`src/rtl/mcycle_sequencer_if.sv`:
```
// Core <-> multi-cycle MUL/DIV engine request/result bundle.
// The core drives the request side and holds Start until Busy falls.
interface mcycle_sequencer_if #(
  parameter int WIDTH = 32
);
  logic             Start;
  logic             MCycleOp;
  logic [WIDTH-1:0] Operand1;
  logic [WIDTH-1:0] Operand2;
  logic [WIDTH-1:0] Result1;
  logic [WIDTH-1:0] Result2;
  logic             Busy;

  modport master (
    output Start, MCycleOp, Operand1, Operand2,
    input  Result1, Result2, Busy
  );

  modport slave (
    input  Start, MCycleOp, Operand1, Operand2,
    output Result1, Result2, Busy
  );
endinterface

```
`src/rtl/mcycle_sequencer.sv`:
```
// Iterative unsigned shift-add multiplier / restoring divider on one shared acc_hi/acc_lo pair.
// Busy is high for WIDTH+1 cycles (Start cycle + WIDTH iterations) and stalls the core; results held until next op.
module mcycle_sequencer #(
  parameter int WIDTH = 32
) (
  input  logic               CLK,
  input  logic               RESET,
  mcycle_sequencer_if.slave  bus
);
  localparam int CW = $clog2(WIDTH);

  typedef enum logic [1:0] {IDLE, COMPUTING, DONE} state_t;

  state_t           state, state_nxt;
  logic [CW-1:0]    count;
  logic             op_q;
  logic [WIDTH-1:0] opnd_q;       // multiplicand for MUL, divisor for DIV
  logic [WIDTH-1:0] acc_hi;       // product high half / partial remainder
  logic [WIDTH-1:0] acc_lo;       // multiplier shifting out / dividend becoming quotient
  logic [WIDTH-1:0] result1_q, result2_q;
  logic             busy;
  logic             last_iter;

  logic [WIDTH:0]   mul_sum;
  logic [WIDTH:0]   div_shift;
  logic             div_ge;
  logic [WIDTH-1:0] div_diff;
  logic [WIDTH-1:0] iter_hi, iter_lo;

  assign last_iter = (count == CW'(WIDTH - 1));

  // One iteration of either algorithm; carry of the add lands in acc_hi MSB on the shift.
  always_comb begin
    mul_sum   = {1'b0, acc_hi} + (acc_lo[0] ? {1'b0, opnd_q} : '0);
    div_shift = {acc_hi, acc_lo[WIDTH-1]};
    div_ge    = (div_shift >= {1'b0, opnd_q});
    div_diff  = div_shift[WIDTH-1:0] - opnd_q;
    if (op_q) begin
      iter_hi = div_ge ? div_diff : div_shift[WIDTH-1:0];
      iter_lo = {acc_lo[WIDTH-2:0], div_ge};
    end else begin
      iter_hi = mul_sum[WIDTH:1];
      iter_lo = {mul_sum[0], acc_lo[WIDTH-1:1]};
    end
  end

  always_ff @(posedge CLK or posedge RESET) begin
    if (RESET) begin
      state <= IDLE;
    end else begin
      state <= state_nxt;
    end
  end

  always_comb begin
    state_nxt = state;
    case (state)
      IDLE:      if (bus.Start) state_nxt = COMPUTING;
      COMPUTING: if (last_iter) state_nxt = DONE;
      DONE:      state_nxt = IDLE;
      default:   state_nxt = IDLE;
    endcase
  end

  always_comb begin
    busy = 1'b0;
    case (state)
      IDLE:      busy = bus.Start;
      COMPUTING: busy = 1'b1;
      default:   busy = 1'b0;
    endcase
  end

  always_ff @(posedge CLK or posedge RESET) begin
    if (RESET) begin
      count     <= '0;
      op_q      <= 1'b0;
      opnd_q    <= '0;
      acc_hi    <= '0;
      acc_lo    <= '0;
      result1_q <= '0;
      result2_q <= '0;
    end else begin
      case (state)
        IDLE: begin
          if (bus.Start) begin
            op_q   <= bus.MCycleOp;
            opnd_q <= bus.MCycleOp ? bus.Operand2 : bus.Operand1;
            acc_lo <= bus.MCycleOp ? bus.Operand1 : bus.Operand2;
            acc_hi <= '0;
            count  <= '0;
          end
        end
        COMPUTING: begin
          acc_hi <= iter_hi;
          acc_lo <= iter_lo;
          count  <= count + 1'b1;
          if (last_iter) begin
            result1_q <= iter_lo;
            result2_q <= iter_hi;
          end
        end
        default: ;
      endcase
    end
  end

  assign bus.Result1 = result1_q;
  assign bus.Result2 = result2_q;
  assign bus.Busy    = busy;
endmodule

```
`src/flat_wrapper.sv`:
```
// flat-port wrapper written by rule: the top's interface ports become plain ports
module mcycle_sequencer_flat 
#(
  parameter int WIDTH = 32
)
  (CLK, RESET, bus_Start, bus_MCycleOp, bus_Operand1, bus_Operand2, bus_Result1, bus_Result2, bus_Busy);
  mcycle_sequencer_if #(.WIDTH(WIDTH)) bus_i ();
  input  logic CLK;
  input  logic RESET;
  input wire logic [$bits(bus_i.Start)-1:0] bus_Start;
  input wire logic [$bits(bus_i.MCycleOp)-1:0] bus_MCycleOp;
  input wire logic [$bits(bus_i.Operand1)-1:0] bus_Operand1;
  input wire logic [$bits(bus_i.Operand2)-1:0] bus_Operand2;
  output wire logic [$bits(bus_i.Result1)-1:0] bus_Result1;
  output wire logic [$bits(bus_i.Result2)-1:0] bus_Result2;
  output wire logic [$bits(bus_i.Busy)-1:0] bus_Busy;
  assign bus_i.Start = bus_Start;
  assign bus_i.MCycleOp = bus_MCycleOp;
  assign bus_i.Operand1 = bus_Operand1;
  assign bus_i.Operand2 = bus_Operand2;
  assign bus_Result1 = bus_i.Result1;
  assign bus_Result2 = bus_i.Result2;
  assign bus_Busy = bus_i.Busy;
  mcycle_sequencer #(.WIDTH(WIDTH)) u_core (.CLK(CLK), .RESET(RESET), .bus(bus_i));
endmodule
```
`config.mk`:
```
export PLATFORM = sky130hd
export DESIGN_NAME = mcycle_sequencer_flat
export DESIGN_NICKNAME = d
export VERILOG_FILES = /design/src/rtl/mcycle_sequencer_if.sv /design/src/rtl/mcycle_sequencer.sv /design/src/flat_wrapper.sv
export SDC_FILE = /design/constraint.sdc
export NUM_CORES = 1
export LEC_CHECK = 0
export BUFFER_PORTS_ARGS = -buffer_cell sky130_fd_sc_hd__buf_2
export CELL_PAD_IN_SITES_DETAIL_PLACEMENT = 1
export CELL_PAD_IN_SITES_GLOBAL_PLACEMENT = 1
export CORE_ASPECT_RATIO = 0.75
export CORE_MARGIN = 2
export CORE_UTILIZATION = 49
export DETAILED_ROUTE_END_ITERATION = 7
export PLACE_DENSITY_LB_ADDON = 0.1
export REMOVE_ABC_BUFFERS = 1
export SLEW_MARGIN = 30
export SYNTH_ARGS = -nofsm -noshare
export SYNTH_HDL_FRONTEND = slang
export SYNTH_SLANG_ARGS = --single-unit
```
`constraint.sdc`:
```
create_clock -name CLK -period 9.2 [get_ports CLK]
set_clock_uncertainty 0.15 [all_clocks]
set_input_delay 0 -clock CLK [delete_from_list [all_inputs] [get_ports CLK]]
set_output_delay 0 -clock CLK [all_outputs]
set_load 0.01 [all_outputs]
```
==> impl_results.rst, run 1 <==
.. list-table::
   :header-rows: 1

   * - Metric
     - Value
   * - Initial antenna violation count
     - 3
   * - Crit path max fanout
     - 31
   * - Syn Area/Cell
     - 8.81 um2
   * - CTS buffer count
     - 17
   * - All-layer global routing usage
     - 36.3%
   * - Path category of the worst min-delay check
     - input pin to flip-flop
   * - Number of gates resized after CTS
     - 0
   * - Yosys cell types
     - 64
   * - Primary FF master, synth
     - sky130_fd_sc_hd__dfrtp_1
   * - Total Nets Final
     - 1615
   * - Part of the power in the clock network
     - between 10% and 20%
   * - Synthesized cell area
     - 11400 um2
   * - Commonest non-fill, non-tap cells in the layout
     - 197 x sky130_fd_sc_hd__nand2_1, 166 x sky130_fd_sc_hd__dfrtp_1, 134 x sky130_fd_sc_hd__o21ai_0
   * - Area of combinational cells with multiple inputs
     - 6730 um2
   * - Maximum clock rate
     - 238 MHz
   * - Detailed Route WL
     - 44100 um
   * - Sw power
     - roughly 3.4 mW
   * - Boundary pin count
     - between 100 and 150
   * - Proportion of synthesized flip-flops having asynchronous set or reset
     - 100%
   * - Beginning of the worst register-to-register path
     - u_core.opnd_q[1]$_DFFE_PP0P_
   * - Unrepaired setup endpoints after global routing
     - no
   * - Worst hold-check slack
     - 38.0 ps
   * - Height of the chip
     - 136 um
   * - Number of enable flip-flop cells after synthesis
     - 0
   * - Required time of the worst setup path
     - 9340 ps
   * - DRT antenna net count
     - 0
   * - Cell Rows
     - 48
   * - Crit path kind
     - flip-flop to flip-flop
   * - Combinational Power Share
     - 65.6%
   * - Fin. max-slew vios
     - 0
   * - Pre-antenna DRT Iters
     - 5
   * - Worst-Skew Late Latency
     - 450 ps
   * - Initial detailed-routing violation count
     - 1040
   * - Endpoint class of the critical path
     - flip-flop
   * - Sequential share of power
     - 23.0%
   * - Clk root buf
     - sky130_fd_sc_hd__clkbuf_16
   * - Initial standard-cell utilization of the core
     - 49.8%
   * - CTS clk-pin slew, worst paths
     - ~70 ps
   * - Max Root-Sink Buffers
     - 2
   * - Core outline area
     - 22900 um2
   * - Critical path startpoint category
     - flip-flop
   * - Flops & latches, synth
     - 168
   * - Hold buffer count at cts
     - 98
   * - Period utilization
     - 45.7%
   * - Area growth from synthesis to layout
     - 21.1%
   * - Measured slew at the worst slew-check pin
     - 1010 ps
   * - Origin of the worst setup path
     - u_core.opnd_q[1]$_DFFE_PP0P_
   * - Data arrival time at the worst-slack endpoint
     - 4340 ps
   * - DRC Markers
     - 0
   * - Leakage dissipation
     - 6.57 nW
   * - Post-placement cell area
     - between 10000 and 15000 um2
   * - Peak VDD IR
     - between 0.2 and 0.25 mV
   * - Number of sinks on the clock net
     - 168
   * - Most common library cell in the layout ignoring fill and taps
     - sky130_fd_sc_hd__nand2_1
   * - Horiz. Die Dim
     - 180 um
   * - Result of the run
     - complete, no violations
   * - Start point of the worst hold path
     - bus_MCycleOp
   * - Via count of the first global-routing pass
     - 12000
   * - Total power density per cell area
     - 469 nW/um2
   * - Final core utilization
     - 60.3%
   * - CTS H-tree depth
     - 4
   * - Filler cells
     - 2606
   * - # Post-CTS Setup Buffers
     - 0
   * - Final-report setup violation count
     - 0
   * - Switching part of the total
     - 51.8%
   * - Pin count of the biggest net entering global routing
     - 106
   * - Half-perimeter wire length of the detailed placement result
     - 26500 um
   * - Gate count after technology mapping
     - 1296
   * - Max-cap violations
     - 0
   * - Number of hold violations in the final report
     - 0
   * - GR Overflow Total
     - 0
   * - Share of layout cells above drive strength 1
     - between 10% and 20%
   * - Final-layout setup total negative slack
     - 0 ps
   * - I/O Buffers
     - 132
   * - Routability congestion estimate from global placement
     - roughly 0.92
   * - Clock tree from TritonCTS
     - done
   * - Cell Int Power
     - ~3.1 mW
   * - Time the final worst path needs with I/O delays and setup
     - approximately 4200 ps
   * - Area of all placed cells without fillers
     - 13800 um2
   * - Number of synthesis warnings
     - 0
   * - Die Outline Area
     - 24500 um2
   * - Worst slew margin
     - 33.0%
   * - Sequential Area
     - 4210 um2
   * - Overall via count from detail_route
     - around 11000
   * - Sequential element share of the synthesized area
     - 36.8%
   * - First-pass GRT wire length
     - 69300 um
   * - WL/cell
     - 24.6 um
   * - Routed vias/inst
     - 6.28
cell type report:
| type | instances | share of cell area [%] |
|---|---|---|
| clock buffers | 17 | 3.08 |
| clock inverters | 14 | 1.13 |
| inverters | 57 | 1.60 |
| repair buffers | 237 | 12.3 |
| diodes | 1 | 0.0181 |
| flip-flops and latches | 168 | 30.4 |
| multi-input cells | 998 | 48.7 |
| well taps | 300 | 2.71 |
logic make-up after synthesis:
group,share of synthesized area (%)
compound gates,21.9
simple gates,13.6
flops,36.8
buf+inv,4.38
mux,11.5
fa+ha+maj,7.59
xor+xnor,4.22
critical path, stage by stage, from the launching register on:
cell and delay [ps]:
sky130_fd_sc_hd__dfrtp_1 430, sky130_fd_sc_hd__inv_1 120, sky130_fd_sc_hd__ha_1 300, sky130_fd_sc_hd__nor2b_1 190
sky130_fd_sc_hd__o211ai_1 170, sky130_fd_sc_hd__a311oi_1 410, sky130_fd_sc_hd__o21ai_0 200, sky130_fd_sc_hd__a31o_2 300
sky130_fd_sc_hd__a21oi_4 180, sky130_fd_sc_hd__o21a_2 820, sky130_fd_sc_hd__mux2_2 420, sky130_fd_sc_hd__o21ai_0 230
sky130_fd_sc_hd__o21ai_0 140
worst paths after layout:
path	endpoint	slack, ps	cells past startpoint
worst max-delay path	u_core.bus.Result2[11]$_DFFE_PP0P_	5000	12
worst min-delay path	u_core.op_q$_DFFE_PP0P_	40	3
worst max register to register	u_core.bus.Result2[11]$_DFFE_PP0P_	5000	12
worst min register to register	u_core.bus.Result2[31]$_DFFE_PP0P_	330	2
max in group asynchronous	u_core.op_q$_DFFE_PP0P_	7250	4
min in group asynchronous	u_core.acc_lo[26]$_DFFE_PP0P_	160	3
registers in the layout, indices dropped and copies added (netlist names):
register,count
u_core.bus.Result2,32
u_core.op_q,1
u_core.bus.Result1,32
u_core.acc_lo,32
u_core.acc_hi,32
u_core.state,2
u_core.opnd_q,32
u_core.count,5
synthesized netlist by cell type (all sizes together), types with 3 or more instances:
| cell type | n | area share, % |
|---|---|---|
| a211oi | 9 | 0.59 |
| a21boi | 6 | 0.39 |
| a21o | 22 | 1.4 |
| a21oi | 91 | 4.1 |
| a22o | 13 | 1.0 |
| a22oi | 3 | 0.20 |
| a31o | 3 | 0.23 |
| a31oi | 13 | 0.84 |
| and2 | 36 | 2.0 |
| and3 | 4 | 0.22 |
| buf | 12 | 0.50 |
| clkbuf | 61 | 2.0 |
| dfrtp | 168 | 37 |
| ha | 66 | 7.2 |
| inv | 57 | 1.9 |
| mux2 | 20 | 2.0 |
| mux2i | 109 | 9.6 |
| nand2 | 199 | 6.5 |
| nand2b | 6 | 0.33 |
| nand3 | 17 | 0.75 |
| nand4 | 8 | 0.44 |
| nor2 | 58 | 1.9 |
| nor3 | 19 | 0.83 |
| o211ai | 7 | 0.46 |
| o21a | 9 | 0.61 |
| o21ai | 139 | 6.2 |
| o21bai | 12 | 0.79 |
| o221ai | 33 | 2.5 |
| o31a | 3 | 0.25 |
| o31ai | 9 | 0.59 |
| o41ai | 3 | 0.30 |
| xnor2 | 35 | 2.7 |
| xor2 | 20 | 1.5 |
per-stage QoR:
step           cells  total power [mW]  setup WS [ps]
2_1_floorplan   1223              4.26           4500
6_report        1792              6.49           5000
5_1_grt         1792              6.93           4750
4_1_cts         1791              6.28           5020
3_3_place_gp    1662              5.28           5250
3_5_place_dp    1662              5.45           5050
power groups by stage:
stage | clock, mW | combinational, mW | sequential (mW)
2_1_floorplan | 0 | 2.86 | 1.40
3_5_place_dp | 0 | 4.00 | 1.45
6_report | 0.742 | 4.26 | 1.49
4_1_cts | 0.739 | 4.10 | 1.44
3_3_place_gp | 0 | 3.85 | 1.43
5_1_grt | 0.770 | 4.64 | 1.52
metal layers:
| layer | GRT usage (%) | vias to the layer above | wire, um |
|---|---|---|---|
| li1 | - | 4997 | - |
| met1 | 49.5 | 5660 | 19600 |
| met2 | 57.4 | 474 | 20000 |
| met3 | 7.23 | 116 | 3100 |
| met4 | 14.0 | 4 | 1360 |
| met5 | 0 | - | 22 |
Power figures use the tool's default switching activity.
==> inputs of run 2 (changes only) <==
- CORE_UTILIZATION: 49 -> 45
- clock period: 9.2 -> 4.05 ns (I/O delays scaled with it)
==> run 2 against run 1 <==
Final cell count increased by 3.0%. Total power increased by 130%. Design area increased by 1.2%. First-iteration DRC count decreased by 16%. Register-to-register slack got worse by 4700 ps. Die area increased by 8.7%. Sequential share of layout area decreased by 0.36 points. Global-route usage decreased by 5.1 points. Critical path type unchanged. Critical endpoint is now u_core.bus.Result2[21]$_DFFE_PP0P_. Highest routed layer is now met4.
==> impl_results.rst, run 2 (same netlist as run 1, synthesis figures left out) <==
.. list-table::
   :header-rows: 1

   * - Metric
     - Value
   * - Result of the run
     - complete, no violations
   * - Count of cells along the worst register-to-register path
     - 12 (unchanged)
   * - Die Outline Area
     - 26700 um2 (+8.7%)
   * - Worst hold-check slack
     - 72.4 ps (+34.3 ps)
   * - CTS buffer count
     - 17 (unchanged)
   * - Beginning of the worst register-to-register path
     - u_core.acc_hi[0]$_DFFE_PP0P_
   * - Worst slew margin
     - 32.9% (-0.11 points)
   * - Total Nets Final
     - 1630 (+0.93%)
   * - Worst-Skew Late Latency
     - 450 ps (about the same)
   * - Cell with the largest stage delay on the worst path
     - sky130_fd_sc_hd__dfrtp_1
   * - Pre-antenna DRT Iters
     - 5 (unchanged)
   * - Routed vias/inst
     - 5.87 (-6.5%)
   * - Commonest non-fill, non-tap cells in the layout
     - 197 x sky130_fd_sc_hd__nand2_1, 166 x sky130_fd_sc_hd__dfrtp_1, 134 x sky130_fd_sc_hd__o21ai_0
   * - Most common library cell in the layout ignoring fill and taps
     - sky130_fd_sc_hd__nand2_1
   * - Unrepaired setup endpoints after global routing
     - no
   * - Leakage dissipation
     - 6.65 nW (+1.1%)
   * - Worst flop-to-flop path endpoint
     - u_core.bus.Result2[21]$_DFFE_PP0P_
   * - Fin. max-slew vios
     - 0 (unchanged)
   * - I/O Buffers
     - 132 (unchanged)
   * - Overall via count from detail_route
     - 10800 (-3.8%)
   * - Core outline area
     - 25000 um2 (+8.8%)
   * - GR Overflow Total
     - 0 (unchanged)
   * - Cell type group with the largest total delay on the critical path
     - compound AO/OA/AOI/OAI gates
   * - Boundary pin count
     - 133 (unchanged)
   * - Delay contributed by the slowest stage of the critical path
     - 460 ps (-360 ps)
   * - Pin count of the biggest net entering global routing
     - 81 (-24%)
   * - Flop2flop setup slack
     - 340 ps (-4660 ps)
   * - Max Root-Sink Buffers
     - 2 (unchanged)
   * - Post-placement cell area
     - 12400 um2 (+1.4%)
   * - Critical path startpoint category
     - flip-flop
   * - Number of sinks on the clock net
     - 168 (unchanged)
   * - Clk root buf
     - sky130_fd_sc_hd__clkbuf_16
   * - WL/cell
     - 22.3 um (-9.3%)
   * - Area of all placed cells without fillers
     - 14000 um2 (+1.2%)
   * - Final-report setup violation count
     - 0 (unchanged)
   * - DRT antenna net count
     - 0 (unchanged)
   * - Half-perimeter wire length of the detailed placement result
     - 27600 um (+4.4%)
   * - Initial standard-cell utilization of the core
     - 45.7% (-4.0 points)
   * - Sequential Area
     - 4210 um2 (unchanged)
   * - Period utilization
     - 91.7% (+46 points)
   * - Max-cap violations
     - 0 (unchanged)
   * - Routability congestion estimate from global placement
     - 0.929 (+0.47%)
   * - Initial antenna violation count
     - 1 (-2)
   * - Crit path max fanout
     - 10 (-68%)
   * - Via count of the first global-routing pass
     - 11300 (-6.2%)
   * - CP Cell Sequence
     - ha_1 -> nor2b_1 -> o211ai_1 -> a311oi_1 -> o21ai_0 -> a31o_2 -> a21oi_4 -> o21a_2 -> buf_4 -> mux2_2 -> a21oi_1 -> o21ai_0
   * - Required time of the worst setup path
     - 4190 ps (-5150 ps)
   * - Maximum clock rate
     - 269 MHz (+13%)
   * - All-layer global routing usage
     - 31.2% (-5.1 points)
   * - Area of combinational cells with multiple inputs
     - 6730 um2 (unchanged)
   * - Crit path kind
     - flip-flop to flip-flop
   * - Clock tree from TritonCTS
     - done
   * - Data arrival time at the worst-slack endpoint
     - 3850 ps (-490 ps)
   * - Path category of the worst min-delay check
     - input pin to async pin
   * - Most used cell, CP
     - sky130_fd_sc_hd__o21ai_0
   * - Number of hold violations in the final report
     - 0 (unchanged)
   * - Measured slew at the worst slew-check pin
     - 1010 ps (+1.83 ps)
   * - Share of layout cells above drive strength 1
     - 15.3% (+0.84 points)
   * - Initial detailed-routing violation count
     - 873 (-16%)
   * - Count of buffer and inverter cells on the critical path
     - 1 (unchanged)
   * - CTS clk-pin slew, worst paths
     - 70 ps (about the same)
   * - Endpoint class of the critical path
     - flip-flop
   * - Area growth from synthesis to layout
     - 22.6%
   * - First-pass GRT wire length
     - 64400 um (-7.0%)
   * - Time the final worst path needs with I/O delays and setup
     - 3710 ps (-489 ps)
   * - DRC Markers
     - 0 (unchanged)
   * - Number of antenna repair diodes
     - 0 (-1)
   * - Final-layout setup total negative slack
     - 0 ps (unchanged)
   * - Total power density per cell area
     - 1050 nW/um2 (+120%)
   * - Filler cells
     - 2899 (+11%)
   * - Height of the chip
     - 142 um (+4.2%)
   * - Peak VDD IR
     - 0.412 mV (+69%)
   * - CTS H-tree depth
     - 4 (unchanged)
   * - Horiz. Die Dim
     - 188 um (+4.3%)
   * - Cell Rows
     - 50 (+4.2%)
   * - Detailed Route WL
     - 41200 um (-6.6%)
[run 2: cell types whose count changed in the layout (fill, tap and decap cells not counted), sizes merged]
cell / delta
dlygate4sd3: +1
inv: -2
buf: +14
clkinvlp: +1
diode: -1
clkbuf: +1
clkinv: +1
[run 2: how the worst max path moves through the flow]
| stage | from | endpoint | slack [ps] | cells past startpoint |
|---|---|---|---|---|
| final | u_core.acc_hi[0]$_DFFE_PP0P_ | u_core.bus.Result2[21]$_DFFE_PP0P_ | 340 | 12 |
| after CTS | u_core.acc_lo[0]$_DFFE_PP0P_ | u_core.acc_hi[27]$_DFFE_PP0P_ | 290 | 12 |
| after global routing | u_core.acc_hi[0]$_DFFE_PP0P_ | u_core.acc_hi[21]$_DFFE_PP0P_ | 80 | 12 |
| after detailed placement | u_core.acc_lo[0]$_DFFE_PP0P_ | u_core.acc_hi[29]$_DFFE_PP0P_ | 300 | 12 |
| after global placement | u_core.acc_lo[0]$_DFFE_PP0P_ | u_core.acc_hi[29]$_DFFE_PP0P_ | 410 | 12 |
| after floorplan | RESET | u_core.acc_hi[0]$_DFFE_PP0P_ | -650 | 1 |
[run 2: worst register-to-register path, stage by stage (launching register included)]
cell and delay [ps]:
sky130_fd_sc_hd__dfrtp_1 460, sky130_fd_sc_hd__ha_1 320, sky130_fd_sc_hd__nor2b_1 170, sky130_fd_sc_hd__o211ai_1 160, sky130_fd_sc_hd__a311oi_1 390, sky130_fd_sc_hd__o21ai_0 160
sky130_fd_sc_hd__a31o_2 290, sky130_fd_sc_hd__a21oi_4 170, sky130_fd_sc_hd__o21a_2 350, sky130_fd_sc_hd__buf_4 290, sky130_fd_sc_hd__mux2_2 370, sky130_fd_sc_hd__a21oi_1 180
sky130_fd_sc_hd__o21ai_0 110
[run 2: where the power goes]
part / leakage (nW) / internal (mW) / total (mW) / switching [mW]
sequential: 2.11 / 2.48 / 3.44 / 0.960
combinational: 4.26 / 3.95 / 9.64 / 5.69
clock: 0.278 / 0.830 / 1.63 / 0.801
[run 2: repair_timing]
| action | CTS | global route |
|---|---|---|
| setup endpoints to repair | 0 | 2 |
| gates resized for setup | 0 | 1 |
| setup buffers | 0 | 0 |
| hold endpoints to repair | 142 | 0 |
| hold buffers | 99 | 0 |
[run 2: layout make-up]
cell class | count | share of cell area, %
clock buffers | 18 | 3.14
clock inverters | 14 | 0.957
inverters | 57 | 1.56
multi-input cells | 998 | 48.1
flip-flops and latches | 168 | 30.1
well taps | 338 | 3.02
repair buffers | 252 | 13.1
[run 2: layer usage]
metal / GRT usage [%] / part of all wire (%)
met5: 0 / 0
met4: 8.04 / 1.6
met3: 5.10 / 5.6
met2: 48.3 / 44
met1: 45.6 / 49
[run 2: through the flow]
| step | setup slack [ps] | util, % | total power, mW | cells |
|---|---|---|---|---|
| finish | 338 | 56.1 | 14.7 | 1845 |
| CTS | 291 | 56.1 | 14.5 | 1845 |
| floorplan | -647 | - | 9.67 | 1223 |
| global placement | 409 | 49.8 | 12.4 | 1714 |
| detailed placement | 301 | 49.8 | 12.6 | 1714 |
| global route | 76.5 | 56.1 | 15.8 | 1845 |
